<file path="src/rtl/sync_fifo.sv">
// Single-clock FIFO with a registered occupancy count, threshold flags,
// sticky overflow/underflow flags and a selectable first-word-fall-through read port.
module sync_fifo #(
    parameter int DATA_WIDTH = 8,
    parameter int ADDR_WIDTH = 3,
    parameter int FWFT       = 0,
    parameter int AFULL_TH   = 6,
    parameter int AEMPTY_TH  = 1
) (
    input  logic                  CLK,
    input  logic                  RST,
    input  logic                  W_INC,
    input  logic [DATA_WIDTH-1:0] WR_DATA,
    input  logic                  R_INC,
    input  logic                  ERR_CLR,
    output logic [DATA_WIDTH-1:0] RD_DATA,
    output logic                  RD_VALID,
    output logic                  FULL,
    output logic                  EMPTY,
    output logic                  ALMOST_FULL,
    output logic                  ALMOST_EMPTY,
    output logic [ADDR_WIDTH:0]   COUNT,
    output logic                  OVERFLOW,
    output logic                  UNDERFLOW
);

    localparam int DEPTH = 1 << ADDR_WIDTH;
    localparam logic [ADDR_WIDTH:0] DEPTH_CNT  = {1'b1, {ADDR_WIDTH{1'b0}}};
    localparam logic [ADDR_WIDTH:0] AFULL_CNT  = (ADDR_WIDTH+1)'(AFULL_TH);
    localparam logic [ADDR_WIDTH:0] AEMPTY_CNT = (ADDR_WIDTH+1)'(AEMPTY_TH);

    logic [DATA_WIDTH-1:0] mem [DEPTH];
    logic [ADDR_WIDTH:0]   wr_ptr;
    logic [ADDR_WIDTH:0]   rd_ptr;
    logic [ADDR_WIDTH:0]   count_next;
    logic                  wr_acc;
    logic                  rd_acc;
    logic                  ptr_msb_unused;

    // Occupancy lives in its own counter, so the pointer wrap bits only
    // document the modulo-2*DEPTH pointer arithmetic.
    assign ptr_msb_unused = wr_ptr[ADDR_WIDTH] ^ rd_ptr[ADDR_WIDTH];

    assign wr_acc = W_INC & ~FULL;
    assign rd_acc = R_INC & ~EMPTY;

    always_comb begin
        count_next = COUNT;
        case ({wr_acc, rd_acc})
            2'b10:   count_next = COUNT + 1'b1;
            2'b01:   count_next = COUNT - 1'b1;
            default: count_next = COUNT;
        endcase
    end

    // Flags are registered from the next count so they always match COUNT.
    always_ff @(posedge CLK) begin
        if (RST) begin
            wr_ptr       <= '0;
            rd_ptr       <= '0;
            COUNT        <= '0;
            FULL         <= 1'b0;
            EMPTY        <= 1'b1;
            ALMOST_FULL  <= 1'b0;
            ALMOST_EMPTY <= 1'b1;
            OVERFLOW     <= 1'b0;
            UNDERFLOW    <= 1'b0;
            for (int i = 0; i < DEPTH; i++) begin
                mem[i] <= '0;
            end
        end else begin
            if (wr_acc) begin
                mem[wr_ptr[ADDR_WIDTH-1:0]] <= WR_DATA;
                wr_ptr <= wr_ptr + 1'b1;
            end
            if (rd_acc) begin
                rd_ptr <= rd_ptr + 1'b1;
            end
            COUNT        <= count_next;
            FULL         <= (count_next == DEPTH_CNT);
            EMPTY        <= (count_next == '0);
            ALMOST_FULL  <= (count_next >= AFULL_CNT);
            ALMOST_EMPTY <= (count_next <= AEMPTY_CNT);
            // A new error in the same cycle as a clear must stay visible.
            if (W_INC & FULL) begin
                OVERFLOW <= 1'b1;
            end else if (ERR_CLR) begin
                OVERFLOW <= 1'b0;
            end
            if (R_INC & EMPTY) begin
                UNDERFLOW <= 1'b1;
            end else if (ERR_CLR) begin
                UNDERFLOW <= 1'b0;
            end
        end
    end

    generate
        if (FWFT != 0) begin : g_fwft
            assign RD_DATA  = mem[rd_ptr[ADDR_WIDTH-1:0]];
            assign RD_VALID = ~EMPTY;
        end else begin : g_std
            logic [DATA_WIDTH-1:0] rd_data_q;
            logic                  rd_valid_q;

            always_ff @(posedge CLK) begin
                if (RST) begin
                    rd_data_q  <= '0;
                    rd_valid_q <= 1'b0;
                end else begin
                    rd_valid_q <= rd_acc;
                    if (rd_acc) begin
                        rd_data_q <= mem[rd_ptr[ADDR_WIDTH-1:0]];
                    end
                end
            end

            assign RD_DATA  = rd_data_q;
            assign RD_VALID = rd_valid_q;
        end
    endgenerate

endmodule

</file>
<file path="config.mk">
export PLATFORM = sky130hd
export DESIGN_NAME = sync_fifo
export DESIGN_NICKNAME = d
export VERILOG_FILES = /design/src/rtl/sync_fifo.sv
export SDC_FILE = /design/constraint.sdc
export NUM_CORES = 1
export LEC_CHECK = 0
export CORE_UTILIZATION = 50
export CTS_BUF_LIST = sky130_fd_sc_hd__clkbuf_2
export CTS_CLUSTER_DIAMETER = 120
export DETAILED_ROUTE_END_ITERATION = 8
export GPL_ROUTABILITY_DRIVEN = 1
export PLACE_DENSITY = 0.7
export SETUP_SLACK_MARGIN = 0.3
export SYNTH_ARGS = -nofsm -noshare
export SYNTH_HDL_FRONTEND = slang
export SYNTH_SLANG_ARGS = --single-unit
</file>
<file path="constraint.sdc">
create_clock -name CLK -period 3.25 [get_ports CLK]
set_input_delay 0.325 -clock CLK [delete_from_list [all_inputs] [get_ports CLK]]
set_output_delay 0.325 -clock CLK [all_outputs]
set_load 0.03 [all_outputs]
</file>
Word-level counts from Yosys, hierarchy flattened. Memories as Yosys holds them, arrays and structs flattened. A register that Yosys moved wholly into a read port is not among the register bits. Cells that the tools add are included.

Memories kept: 1. Flip-flop bits (word level): 19. RAM bits: 64. Logic and storage cells: 42. Input port bits: 13.

Memories: mem (words 8, width 8, rd ports 1, clocked after Yosys merged registers in 1, wr ports 8, line 32) `logic [DATA_WIDTH-1:0] mem [DEPTH];`.

Reduce and logical (&&, ||, !) cells: 4. Bitwise logic cells: 6. $lt $le $gt $ge: 2. Equality and inequality tests: 3. Add/subtract/negate cells: 4. Mux-type cells: 12.

Operator list (count): $add 4x1->4 const B (3); $mux 1 (9); $mux 8 (1); $pmux 4 s2 (1); $reduce_or 8->1 (1); $and 1x1->1 (4); $eq 4x4->1 const B (1); $ge 4x3->1 const B (1); $le 4x1->1 const B (1); $logic_not 4->1 (1); $reduce_bool 2->1 (2); $sub 4x1->4 const B (1); $mux 3 (1); $eq 2x1->1 const B (1); $eq 2x2->1 const B (1); $not 1->1 (2).

Logic depth before layout (Yosys ltp).
Depth in word-level cells: 7. Depth in mapped cells: 11. Gate-level depth less buffers: 10.

Worst setup path before layout. No wires, ideal clock.

Kind: reg-to-reg. From: register EMPTY. To: register EMPTY. Arrival: 2.329 ns. Stages on the path, launching flop included: 12. Slack: 0.797 ns. Data required time: 3.126 ns. Clock period less this slack: 2.453 ns. Library setup time: 0.124 ns. Path through: dfxtp_1 -> nand2b_4 -> inv_1 -> buf_1 -> nand2_1 -> xnor2_1 -> ha_1 -> a21oi_1 -> a21boi_0 -> nor3_1 -> nor3_1 -> o31ai_1.

Longest elaborated chain between the ends: 5.

RTL lines: start, declared (line 19) `output logic EMPTY,`; start signal, assigned (line 81) `EMPTY <= (count_next == '0);`; $not 1->1 * (line 45) `assign rd_acc = R_INC & ~EMPTY;`; $and 1x1->1 * (line 45); $eq 2x1->1 or $eq 2x2->1 (tied branches) (line 49) `case ({wr_acc, rd_acc})`; $pmux 4 s2 * (line 49); $logic_not 4->1 * (line 81).

Mark *: on every way between the ends. The rest lies on a longest branch, timed or not. A chain may end at the register's enable or synchronous reset.

Worst setup path after layout. Same ends and word-level chain as after synthesis.

==> summary.md <==
| Metric | Value |
|---|---|
| Status | `finished, final reports clean` |
| Total power draw | `2.89 mW` |
| Netlist Area Pre-Place | `between 4000 and 5000 um^2` |
| Register area share after synthesis | `0.606` |
| Cells after Synth | `293` |
| Synth area leader | `edfxtp_1` |
| Max stage delay on crit path | `~0.46 ns` |
| Max Transition Viols Final | `0` |
| Io pins | `32` |
| Area Overhead vs Synth | `15.3%` |
| Reg2reg setup slack | `0.91 ns` |
| Post-route insts no fill | `440` |
| Count of cell types in the netlist | `between 40 and 50` |
| Starting Density | `0.518` |
| Most used cell along the critical path | `nor3_1` |
| Synth cell count leaders | `and2_1 (64), edfxtp_1 (64), dfxtp_1 (25), nor2_1 (22), mux4_2 (16)` |
| CP max stage cell | `a21boi_0` |
| Area share of the largest cell type after synthesis | `0.480` |
| Worst setup EP type | `register` |
| Mean post-synth cell area | `13.7 um^2` |
| CP Class | `register to register` |
| # DRC | `0` |
| Post-Synthesis Net Count | `310` |
| Routed Wire Length | `roughly 8000 um` |
| Row cnt | `32` |
| Maximum VDD drop | `0.295 mV` |
| # diodes | `0` |
| Slew at the pin closest to its max-slew limit | `~0.9 ns` |
| Synthesis-stage register bit count | `89` |
| Vias in the first global route | `2470` |
| Hold buffer count at CTS | `0` |
| Final ANT Viol Nets | `0` |
| CTS root buffer | `clkbuf_2` |
| Crit path time final | `about 2.3 ns` |
| Worst-skew pair later-pin latency | `0.54 ns` |
| Critical-path cell list | `nand2b_4 > inv_1 > nand2_1 > xnor2_1 > ha_1 > a21oi_1 > a21boi_0 > nor3_1 > nor3_1 > o31ai_1` |
| Die Height | `91.4 um` |
| Vias per cell | `5.50` |
| Number of placed instances with taps included | `around 420` |
| DP HPWL | `5460 um` |
| NumNets Final | `350` |
| Number of port buffers | `31` |
| Max Cap Viol | `0` |
| Post-synth EDFFs | `64` |
| Tot GR Track Use | `0.214` |
| Ys Warns | `0` |
| Core ar. | `7730 um^2` |
| CTS tree | `done` |
| Initial DRT Pass Iterations | `4` |
| DR iter-0 viols | `151` |
| Largest net degree at the start of global routing | `35` |
| Final Hold Vio Count | `0` |
| Final worst path period share | `0.719` |
| Required @ worst endpoint | `about 3.7 ns` |
| Clock sink total | `89` |
| Hold Path Sink | `OVERFLOW` |
| Post-CTS Resized | `0` |
| CTS buffer count | `9` |
| First-pass GRT wire length | `13000 um` |
| Sequential cell area | `2420 um^2` |
| Top post-synthesis cells by area | `edfxtp_1 (48%), dfxtp_1 (13%), and2_1 (10%)` |
| FF-to-FF path depth | `10` |
| Max Buffers Root-to-Sink | `2` |
| Die W | `roughly 91 um` |
| Hold WC Path Type | `primary input to register` |
| Post-synthesis async set-or-reset flop share | `0` |
| H-Tree Depth | `3` |
| Hold depth | `4` |
| Sum of negative setup slack | `0 ns` |
| # fillers | `608` |
| Power density over the cells | `627 nW/um^2` |
| Clock Pin Slew Worst Setup and Hold Paths | `0.23 ns` |
| Layout cells sized above 1 | `0.169` |
| Reg2reg end | `EMPTY` |
| Max_slew headroom | `0.409` |
| Die Area | `8360 um^2` |
| Setup Buffers After CTS | `0` |
| Hold_sp | `ERR_CLR` |
| Critical path launch point type | `register` |
| Pleak | `~1.7 nW` |
| Clock Skew | `0.0314 ns` |
| Multi-input gate area | `1480 um^2` |
| Routability cong. | `0.801` |
| Total congestion overflow | `0` |
| Reg-to-reg startpoint | `EMPTY` |
| CP arrival | `2.78 ns` |
| Routed length per instance | `18.2 um` |
| Initial antenna violation count | `0` |
| RSZ-0062 raised after global routing | `false` |
| Hold WS | `0.429 ns` |
| Total number of vias | `2418` |
| FMAX | `428 MHz` |
| Peak fanout along the critical path | `7` |
| Endpoints failing setup | `0` |
| Main synth FF type | `edfxtp_1` |
-- logic make-up after synthesis --
| logic type | share of synthesized area |
|---|---|
| mux | 0.115 |
| fa+ha+maj | 0.0125 |
| xor+xnor | 0.0153 |
| compound gates | 0.0494 |
| buf+inv | 0.0244 |
| flops | 0.606 |
| simple gates | 0.177 |
-- how the worst max path moves through the flow --
stage          endpoint  cells after the start  startpoint
2_1_floorplan     EMPTY                     11       EMPTY
3_3_place_gp      EMPTY                     11       R_INC
3_5_place_dp      EMPTY                     11       R_INC
4_1_cts           EMPTY                     10       EMPTY
5_1_grt            FULL                     10       EMPTY
6_report          EMPTY                     10       EMPTY
-- sequential cells by signal, indices dropped and copies added, names as in the netlist --
signal and cells:
ALMOST_EMPTY 1, ALMOST_FULL 1, COUNT 4, EMPTY 1, FULL 1, OVERFLOW 1
RD_DATA 8, RD_VALID 1, UNDERFLOW 1, mem 64, rd_ptr 3, wr_ptr 3
-- power by group --
part	leakage [nW]	switching (mW)	internal, mW
clock network	0.0931	0.382	0.340
logic	0.697	0.413	0.345
registers	0.868	0.0850	1.33
-- through the flow --
| stage | setup WS, ns | util | area, um^2 |
|---|---|---|---|
| 6_report | 0.914 | 0.597 | 4610 |
| 5_1_grt | 0.728 | 0.597 | 4610 |
| 3_3_place_gp | 0.565 | 0.575 | 4450 |
| 4_1_cts | 0.951 | 0.597 | 4610 |
| 2_1_floorplan | 0.797 | - | 4000 |
| 3_5_place_dp | 0.511 | 0.575 | 4450 |
-- layer usage --
layer  vias up  track usage  share of wire
met1      1170        0.270           0.41
li1       1153            -              -
met5         -            0              0
met3        13       0.0528          0.082
met2        82        0.346           0.49
met4         0        0.103          0.015
-- area by class of cell --
type	instances	area share
inverter	4	0.00326
clock buffer	10	0.0109
multi-input combinational	186	0.321
timing repair buffer	43	0.0868
clock inverter	6	0.0250
tap	102	0.0277
sequential	89	0.525
-- critical path, delay by kind of cell (launching register included) --
family / cells / cell delay (ns)
XOR/XNOR: 1 / 0.13
flip-flops: 1 / 0.38
AO/OA/AOI/OAI: 3 / 0.71
buffers and inverters: 1 / 0.21
adder cells (fa/ha/maj): 1 / 0.18
AND/OR/NAND/NOR: 4 / 0.66
-- placed cells by master, fill, tap and decap left out, types with 2 or more instances in the layout --
cell	n
a211oi_1	8
a21oi_1	5
a22oi_1	2
and2_1	64
buf_4	12
bufinv_16	3
clkbuf_2	10
clkdlybuf4s50_1	31
dfxtp_1	25
edfxtp_1	64
ha_1	4
inv_1	3
inv_6	2
mux2i_1	9
mux4_2	16
nand2_1	10
nor2_1	22
nor3_1	5
nor3b_1	3
nor4_1	4
nor4b_2	2
o21ai_0	3
or2_2	6
xnor2_1	3
xor2_1	4
Note: power is estimated with default switching activity, not from simulation.
